===== src/rtl/multicycle_control_if.sv =====
`default_nettype none
// =============================================================================
// multicycle_control_if : controller <-> IR/datapath/memory signal bundle (rev 1.0)
// =============================================================================
interface multicycle_control_if #(
  parameter int OPW = 6,
  parameter int FW  = 6
);
  logic [OPW-1:0] opcode;
  logic [FW-1:0]  funct;
  logic           zero;
  logic           memReady;

  logic           memToReg;
  logic           pcSrc;
  logic           aluSrc;
  logic           regDst;
  logic           writeEnable;
  logic           jump;
  logic [3:0]     aluControl;
  logic           pcWrite;
  logic           irWrite;
  logic           memRead;
  logic           memWrite;
  logic           illegal;
  logic           busError;
  logic           halted;
  logic [3:0]     state;

  modport master (
    input  opcode, funct, zero, memReady,
    output memToReg, pcSrc, aluSrc, regDst, writeEnable, jump, aluControl,
           pcWrite, irWrite, memRead, memWrite, illegal, busError, halted, state
  );

  modport slave (
    output opcode, funct, zero, memReady,
    input  memToReg, pcSrc, aluSrc, regDst, writeEnable, jump, aluControl,
           pcWrite, irWrite, memRead, memWrite, illegal, busError, halted, state
  );
endinterface
`default_nettype wire


===== src/rtl/multicycle_control.sv =====
`default_nettype none
// =============================================================================
// multicycle_control : multi-cycle core control FSM with memReady wait/timeout (rev 1.0)
// =============================================================================
module multicycle_control #(
  parameter int OPW     = 6,
  parameter int FW      = 6,
  parameter int TIMEOUT = 15,
  parameter int CW      = 4
) (
  input  logic                   clk,
  input  logic                   reset,
  multicycle_control_if.master   bus
);

  localparam logic [3:0] S_FETCH   = 4'd0;
  localparam logic [3:0] S_DECODE  = 4'd1;
  localparam logic [3:0] S_MEMADR  = 4'd2;
  localparam logic [3:0] S_MEMRD   = 4'd3;
  localparam logic [3:0] S_MEMWB   = 4'd4;
  localparam logic [3:0] S_MEMWR   = 4'd5;
  localparam logic [3:0] S_EXECUTE = 4'd6;
  localparam logic [3:0] S_ALUWB   = 4'd7;
  localparam logic [3:0] S_BRANCH  = 4'd8;
  localparam logic [3:0] S_ADDIEX  = 4'd9;
  localparam logic [3:0] S_ADDIWB  = 4'd10;
  localparam logic [3:0] S_JUMP    = 4'd11;
  localparam logic [3:0] S_HALT    = 4'd15;

  localparam logic [OPW-1:0] OP_RTYPE = OPW'(6'b000000);
  localparam logic [OPW-1:0] OP_LW    = OPW'(6'b100011);
  localparam logic [OPW-1:0] OP_SW    = OPW'(6'b101011);
  localparam logic [OPW-1:0] OP_BEQ   = OPW'(6'b000100);
  localparam logic [OPW-1:0] OP_ADDI  = OPW'(6'b001000);
  localparam logic [OPW-1:0] OP_J     = OPW'(6'b000010);
  localparam logic [OPW-1:0] OP_HALT  = OPW'(6'b111111);

  localparam logic [FW-1:0] FN_ADD = FW'(6'b100000);
  localparam logic [FW-1:0] FN_SUB = FW'(6'b100010);
  localparam logic [FW-1:0] FN_AND = FW'(6'b100100);
  localparam logic [FW-1:0] FN_OR  = FW'(6'b100101);
  localparam logic [FW-1:0] FN_SLT = FW'(6'b101010);

  localparam logic [3:0] ALU_ADD = 4'b0010;
  localparam logic [3:0] ALU_SUB = 4'b0110;
  localparam logic [3:0] ALU_AND = 4'b0000;
  localparam logic [3:0] ALU_OR  = 4'b0001;
  localparam logic [3:0] ALU_SLT = 4'b0111;

  localparam logic [CW:0] WAIT_LIMIT = (CW+1)'(TIMEOUT);

  logic [3:0]    r_state;
  logic [3:0]    w_next;
  logic [CW-1:0] r_wait;
  logic          r_bus_err;
  logic          r_is_sw;
  logic [3:0]    r_alu_hold;
  logic [3:0]    w_funct_alu;
  logic          w_funct_ok;
  logic          w_in_mem;
  logic [CW:0]   w_wait_inc;
  logic          w_timeout;

  assign w_in_mem   = (r_state == S_FETCH) || (r_state == S_MEMRD) || (r_state == S_MEMWR);
  assign w_wait_inc = {1'b0, r_wait} + 1'b1;
  // Completion on the limiting cycle wins because the timeout needs memReady low.
  assign w_timeout  = w_in_mem && !bus.memReady && (w_wait_inc == WAIT_LIMIT);

  always_comb begin
    w_funct_alu = ALU_ADD;
    w_funct_ok  = 1'b1;
    case (bus.funct)
      FN_ADD:  w_funct_alu = ALU_ADD;
      FN_SUB:  w_funct_alu = ALU_SUB;
      FN_AND:  w_funct_alu = ALU_AND;
      FN_OR:   w_funct_alu = ALU_OR;
      FN_SLT:  w_funct_alu = ALU_SLT;
      default: w_funct_ok  = 1'b0;
    endcase
  end

  always_comb begin
    w_next          = r_state;
    bus.memToReg    = 1'b0;
    bus.pcSrc       = 1'b0;
    bus.aluSrc      = 1'b0;
    bus.regDst      = 1'b0;
    bus.writeEnable = 1'b0;
    bus.jump        = 1'b0;
    bus.aluControl  = 4'b0000;
    bus.pcWrite     = 1'b0;
    bus.irWrite     = 1'b0;
    bus.memRead     = 1'b0;
    bus.memWrite    = 1'b0;
    bus.illegal     = 1'b0;
    bus.busError    = 1'b0;
    bus.halted      = 1'b0;
    bus.state       = 4'd0;

    case (r_state)
      S_FETCH: begin
        bus.memRead = 1'b1;
        if (w_timeout) begin
          w_next = S_HALT;
        end else if (bus.memReady) begin
          bus.irWrite = 1'b1;
          bus.pcWrite = 1'b1;
          w_next      = S_DECODE;
        end
      end
      S_DECODE: begin
        case (bus.opcode)
          OP_LW, OP_SW: w_next = S_MEMADR;
          OP_RTYPE:     w_next = S_EXECUTE;
          OP_BEQ:       w_next = S_BRANCH;
          OP_ADDI:      w_next = S_ADDIEX;
          OP_J:         w_next = S_JUMP;
          OP_HALT:      w_next = S_HALT;
          default: begin
            bus.illegal = 1'b1;
            w_next      = S_FETCH;
          end
        endcase
      end
      S_MEMADR: begin
        bus.aluSrc     = 1'b1;
        bus.aluControl = ALU_ADD;
        w_next         = r_is_sw ? S_MEMWR : S_MEMRD;
      end
      S_MEMRD: begin
        bus.memRead    = 1'b1;
        bus.aluSrc     = 1'b1;
        bus.aluControl = ALU_ADD;
        if (w_timeout)         w_next = S_HALT;
        else if (bus.memReady) w_next = S_MEMWB;
      end
      S_MEMWB: begin
        bus.memToReg    = 1'b1;
        bus.writeEnable = 1'b1;
        w_next          = S_FETCH;
      end
      S_MEMWR: begin
        bus.memWrite   = 1'b1;
        bus.aluSrc     = 1'b1;
        bus.aluControl = ALU_ADD;
        if (w_timeout)         w_next = S_HALT;
        else if (bus.memReady) w_next = S_FETCH;
      end
      S_EXECUTE: begin
        bus.aluControl = w_funct_alu;
        w_next         = w_funct_ok ? S_ALUWB : S_FETCH;
      end
      S_ALUWB: begin
        bus.regDst      = 1'b1;
        bus.writeEnable = 1'b1;
        bus.aluControl  = r_alu_hold;
        w_next          = S_FETCH;
      end
      S_BRANCH: begin
        bus.aluControl = ALU_SUB;
        bus.pcSrc      = bus.zero;
        bus.pcWrite    = bus.zero;
        w_next         = S_FETCH;
      end
      S_ADDIEX: begin
        bus.aluSrc     = 1'b1;
        bus.aluControl = ALU_ADD;
        w_next         = S_ADDIWB;
      end
      S_ADDIWB: begin
        bus.aluSrc      = 1'b1;
        bus.aluControl  = ALU_ADD;
        bus.writeEnable = 1'b1;
        w_next          = S_FETCH;
      end
      S_JUMP: begin
        bus.jump    = 1'b1;
        bus.pcWrite = 1'b1;
        w_next      = S_FETCH;
      end
      S_HALT: begin
        bus.halted = 1'b1;
        w_next     = S_HALT;
      end
      default: w_next = S_FETCH;
    endcase

    bus.busError = r_bus_err;
    bus.state    = r_state;

    if (reset) begin
      bus.memToReg    = 1'b0;
      bus.pcSrc       = 1'b0;
      bus.aluSrc      = 1'b0;
      bus.regDst      = 1'b0;
      bus.writeEnable = 1'b0;
      bus.jump        = 1'b0;
      bus.aluControl  = 4'b0000;
      bus.pcWrite     = 1'b0;
      bus.irWrite     = 1'b0;
      bus.memRead     = 1'b0;
      bus.memWrite    = 1'b0;
      bus.illegal     = 1'b0;
      bus.busError    = 1'b0;
      bus.halted      = 1'b0;
      bus.state       = 4'd0;
    end
  end

  always_ff @(posedge clk) begin
    if (reset) begin
      r_state    <= S_FETCH;
      r_wait     <= '0;
      r_bus_err  <= 1'b0;
      r_is_sw    <= 1'b0;
      r_alu_hold <= ALU_ADD;
    end else begin
      r_state <= w_next;
      if (w_timeout) r_bus_err <= 1'b1;
      if (w_in_mem && !bus.memReady && !w_timeout) r_wait <= r_wait + 1'b1;
      else                                         r_wait <= '0;
      if (r_state == S_DECODE)  r_is_sw    <= (bus.opcode == OP_SW);
      if (r_state == S_EXECUTE) r_alu_hold <= w_funct_alu;
    end
  end

endmodule
`default_nettype wire


===== src/flat_wrapper.sv =====
// flat-port wrapper written by rule: the top's interface ports become plain ports
module multicycle_control_flat 
#(
  parameter int OPW     = 6,
  parameter int FW      = 6,
  parameter int TIMEOUT = 15,
  parameter int CW      = 4
)
  (clk, reset, bus_opcode, bus_funct, bus_zero, bus_memReady, bus_memToReg, bus_pcSrc, bus_aluSrc, bus_regDst, bus_writeEnable, bus_jump, bus_aluControl, bus_pcWrite, bus_irWrite, bus_memRead, bus_memWrite, bus_illegal, bus_busError, bus_halted, bus_state);
  multicycle_control_if #(.OPW(OPW), .FW(FW)) bus_i ();
  input  logic clk;
  input  logic reset;
  input wire logic [$bits(bus_i.opcode)-1:0] bus_opcode;
  input wire logic [$bits(bus_i.funct)-1:0] bus_funct;
  input wire logic [$bits(bus_i.zero)-1:0] bus_zero;
  input wire logic [$bits(bus_i.memReady)-1:0] bus_memReady;
  output wire logic [$bits(bus_i.memToReg)-1:0] bus_memToReg;
  output wire logic [$bits(bus_i.pcSrc)-1:0] bus_pcSrc;
  output wire logic [$bits(bus_i.aluSrc)-1:0] bus_aluSrc;
  output wire logic [$bits(bus_i.regDst)-1:0] bus_regDst;
  output wire logic [$bits(bus_i.writeEnable)-1:0] bus_writeEnable;
  output wire logic [$bits(bus_i.jump)-1:0] bus_jump;
  output wire logic [$bits(bus_i.aluControl)-1:0] bus_aluControl;
  output wire logic [$bits(bus_i.pcWrite)-1:0] bus_pcWrite;
  output wire logic [$bits(bus_i.irWrite)-1:0] bus_irWrite;
  output wire logic [$bits(bus_i.memRead)-1:0] bus_memRead;
  output wire logic [$bits(bus_i.memWrite)-1:0] bus_memWrite;
  output wire logic [$bits(bus_i.illegal)-1:0] bus_illegal;
  output wire logic [$bits(bus_i.busError)-1:0] bus_busError;
  output wire logic [$bits(bus_i.halted)-1:0] bus_halted;
  output wire logic [$bits(bus_i.state)-1:0] bus_state;
  assign bus_i.opcode = bus_opcode;
  assign bus_i.funct = bus_funct;
  assign bus_i.zero = bus_zero;
  assign bus_i.memReady = bus_memReady;
  assign bus_memToReg = bus_i.memToReg;
  assign bus_pcSrc = bus_i.pcSrc;
  assign bus_aluSrc = bus_i.aluSrc;
  assign bus_regDst = bus_i.regDst;
  assign bus_writeEnable = bus_i.writeEnable;
  assign bus_jump = bus_i.jump;
  assign bus_aluControl = bus_i.aluControl;
  assign bus_pcWrite = bus_i.pcWrite;
  assign bus_irWrite = bus_i.irWrite;
  assign bus_memRead = bus_i.memRead;
  assign bus_memWrite = bus_i.memWrite;
  assign bus_illegal = bus_i.illegal;
  assign bus_busError = bus_i.busError;
  assign bus_halted = bus_i.halted;
  assign bus_state = bus_i.state;
  multicycle_control #(.OPW(OPW), .FW(FW), .TIMEOUT(TIMEOUT), .CW(CW)) u_core (.clk(clk), .reset(reset), .bus(bus_i));
endmodule

===== config.mk =====
export PLATFORM = sky130hd
export DESIGN_NAME = multicycle_control_flat
export DESIGN_NICKNAME = d
export VERILOG_FILES = /design/src/rtl/multicycle_control_if.sv /design/src/rtl/multicycle_control.sv /design/src/flat_wrapper.sv
export SDC_FILE = /design/constraint.sdc
export NUM_CORES = 1
export LEC_CHECK = 0
export CAP_MARGIN = 20
export CORE_ASPECT_RATIO = 1.4
export CORE_MARGIN = 1.5
export CORE_UTILIZATION = 35
export CTS_CLUSTER_SIZE = 40
export DETAILED_ROUTE_END_ITERATION = 16
export PLACE_DENSITY = 0.61
export SLEW_MARGIN = 20
export SYNTH_ARGS = -nofsm -noshare
export SYNTH_HDL_FRONTEND = slang
export SYNTH_SLANG_ARGS = --single-unit

===== constraint.sdc =====
create_clock -name clk -period 2.1 [get_ports clk]
set_input_delay 0.42 -clock clk [delete_from_list [all_inputs] [get_ports clk]]
set_output_delay 0.42 -clock clk [all_outputs]
set_load 0.005 [all_outputs]

==> flow_summary.toml <==
[status]
outcome = "complete, but fails checks"
violations = "setup timing"

[logic_synthesis]
synth.avg_cell_area_um2 = 7.181
ys_ff_latch = 13
synthesis.nets = 198
yosys_warnings = 0
netlist_area_um2 = 1292
synth-main-ff-cell = "dfxtp_1"
yosysSeqAreaShare = 0.2014
async_reset_ff_frac = 0
yosysUniqueCellTypes = 58
netlist_instances = 180
synth-edff-count = 0

[global_route]
grt_overflow = 0
grt_util_all_layers = 0.2311
grt_pass1_wl_um = 7072
grt_max_degree = 14
antenna_found_initial = 0
grt_pass1_vias = 1611

[floorplan]
start_util = 0.3756
rows = 25
coreArea_um2 = 3441
dieArea_um2 = 4072
io_pins = 37
die_h_um = 74.90
die-width_um = 54.36

[clock_network]
tritoncts = "yes"
cts-root-buf = "clkbuf_8"
clk_latency_ns = 0.25
cts.sinks = 13
numCtsBuffers = 3
h-tree-depth = 1
clkTransAtPathRegs_ns = 0.05
cts.path.max_buffers = 2

[setup_path]
crit_slowest_cell = "or4_4"
crit_path_end_kind = "output port"
critical_path.top_delay_family = "simple AND/OR/NAND/NOR gates"
cp_num_buf_inv = 2
arrival_ns = 1.72
critPathRequiredTime_ns = 1.68
path_class = "in -> out"
worstPathCellList = "clkdlybuf4s50_1 -> or4_4 -> a21oi_4 -> nor4b_4 -> buf_2"
critPathMaxStageDelay_ns = 0.54
start_kind = "primary input"
r2r_slack_ns = 0.14
crit_path_max_fanout = 2

[run]
drv_cap = 0

[layout]
area_growth_pct = 75.70
final_cell_mix = "buf_4, nor2_1, dlygate4sd2_1"
layout-drive-gt1-share = 0.3764
nNetsFinal = 282
final_util = 0.6600
layout_commonest_cell = "buf_4"
fin_cells = 303
num_antenna_cells = 0

[timing]
fmax_mhz = 467.5
hold_viol_final = 0
finalMaxSlewViolations = 0
fin_crit_ns = 2.139
rsz0062_at_grt = "true"
layout_setup_ws_ns = -0.03915
hold_slack_ns = 0.4603
skew_ns = 0.005851
fin_crit_sh = 1.019
finalSetupViolations = 1

[power]
ir_drop_mv = 0.2420
power_mw = 0.8301
powerDensity_nw_per_um2 = 365.6
leakagePower_nw = 0.9746

[drt]
totalWireLength_um = 4378
routed_via_density = 5.515
drt_iter0_drc = 40
drc = 0
dr.pass1.iters = 4
vias = 1671
ant_nets = 0
wire_per_inst_um = 14.45

[placed_design]
numPortBuffers = 35
post-place-cells = 289
gp_congestion = 0.8763
place_ws_ns = -0.6013
post-dp-hpwl_um = 3291

[hold_path]
hp-class = "reg -> reg"
-- area by class of cell --
cell class / count / area, um^2
Clock buffer: 4 / 45.04
Sequential cell: 13 / 271.5
Inverter: 7 / 28.78
Fill cell: 311 / 1170
Timing Repair Buffer: 91 / 787.0
Tap cell: 40 / 50.05
Multi-Input combinational cell: 148 / 1089
-- power breakdown --
| group | leakage [nW] | internal, mW | switching [mW] |
|---|---|---|---|
| combinational | 0.844 | 0.186 | 0.147 |
| clock | 0.0228 | 0.134 | 0.0964 |
| sequential | 0.107 | 0.254 | 0.0134 |
| total | 0.975 | 0.574 | 0.256 |
-- metal layers --
metal / track usage / vias to the layer above / part of all wire
li1: - / 829 / -
met5: 0 / - / 0
met4: 0.06111 / 0 / 0.027
met2: 0.4391 / 44 / 0.55
met3: 0.02183 / 11 / 0.029
met1: 0.2653 / 787 / 0.40
-- registers in the layout, summed over array words and instances, names as in the netlist --
signal             count
u_core.r_state         4
u_core.r_wait          4
u_core.r_alu_hold      3
u_core.r_bus_err       1
u_core.r_is_sw         1
-- final timing paths --
kind,startpoint,to,cells after the start
max,bus_opcode[1],bus_illegal,5
min,u_core.r_bus_err,u_core.r_bus_err,2
max reg2reg,u_core.r_wait[0],u_core.r_state[2],6
min reg2reg,u_core.r_bus_err,u_core.r_bus_err,2
-- per-stage QoR --
| step | setup TNS [ns] | area [um^2] |
|---|---|---|
| 6_report | -0.03915 | 2271 |
| 5_1_grt | -0.09232 | 2271 |
| 4_1_cts | -0.2287 | 2172 |
| 3_5_place_dp | -3.354 | 2009 |
| 3_3_place_gp | -2.923 | 2009 |
| 2_1_floorplan | 0 | 1292 |
-- logic make-up after synthesis --
logic type | after synthesis | share of synthesized area
simple gates | 92 | 0.3892
compound gates | 47 | 0.2827
buf+inv | 19 | 0.06196
flops | 13 | 0.2014
xor+xnor | 5 | 0.03389
fa+ha+maj | 2 | 0.01936
other cells | 1 | 0.002901
mux | 1 | 0.008712
-- synthesized netlist by cell type, drive strengths merged, types with 2 or more instances --
library cell	n	area [um^2]
a2111oi	2	37.54
a31oi	3	18.77
nor3	7	35.03
clkbuf	4	15.01
nor4	3	18.77
or3	2	12.51
o21bai	2	15.01
inv	7	26.28
or4	2	20.02
nor2	24	90.09
nand3b	2	15.01
nand3	9	45.04
xor2	3	26.28
nor2b	7	43.79
a21oi	10	50.05
a2bb2oi	2	17.52
nand2	13	48.80
nor4b	3	26.28
a22oi	3	22.52
o22ai	2	12.51
nand2b	8	50.05
or2	4	25.02
xnor2	2	17.52
o21ai	4	23.77
ha	2	25.02
a211oi	5	37.54
dfxtp	13	260.3
o211ai	2	15.01
buf	8	38.79
nand4bb	2	22.52
-- worst min-delay path: cells and delay by family, from the launching register on --
| kind | cells | cell delay [ns] |
|---|---|---|
| DFF | 1 | 0.29 |
| buffers and inverters | 1 | 0.06 |
| AOI/OAI and AO/OA | 1 | 0.06 |
-- repair_timing --
item                                    4_1_cts  5_1_grt
endpoints found under the setup margin       19        9
pin swaps                                     6        7
hold buffers                                  0        0
resized for setup                            48       28
setup buffers                                 7        3
(Power assumes the default switching activity.)
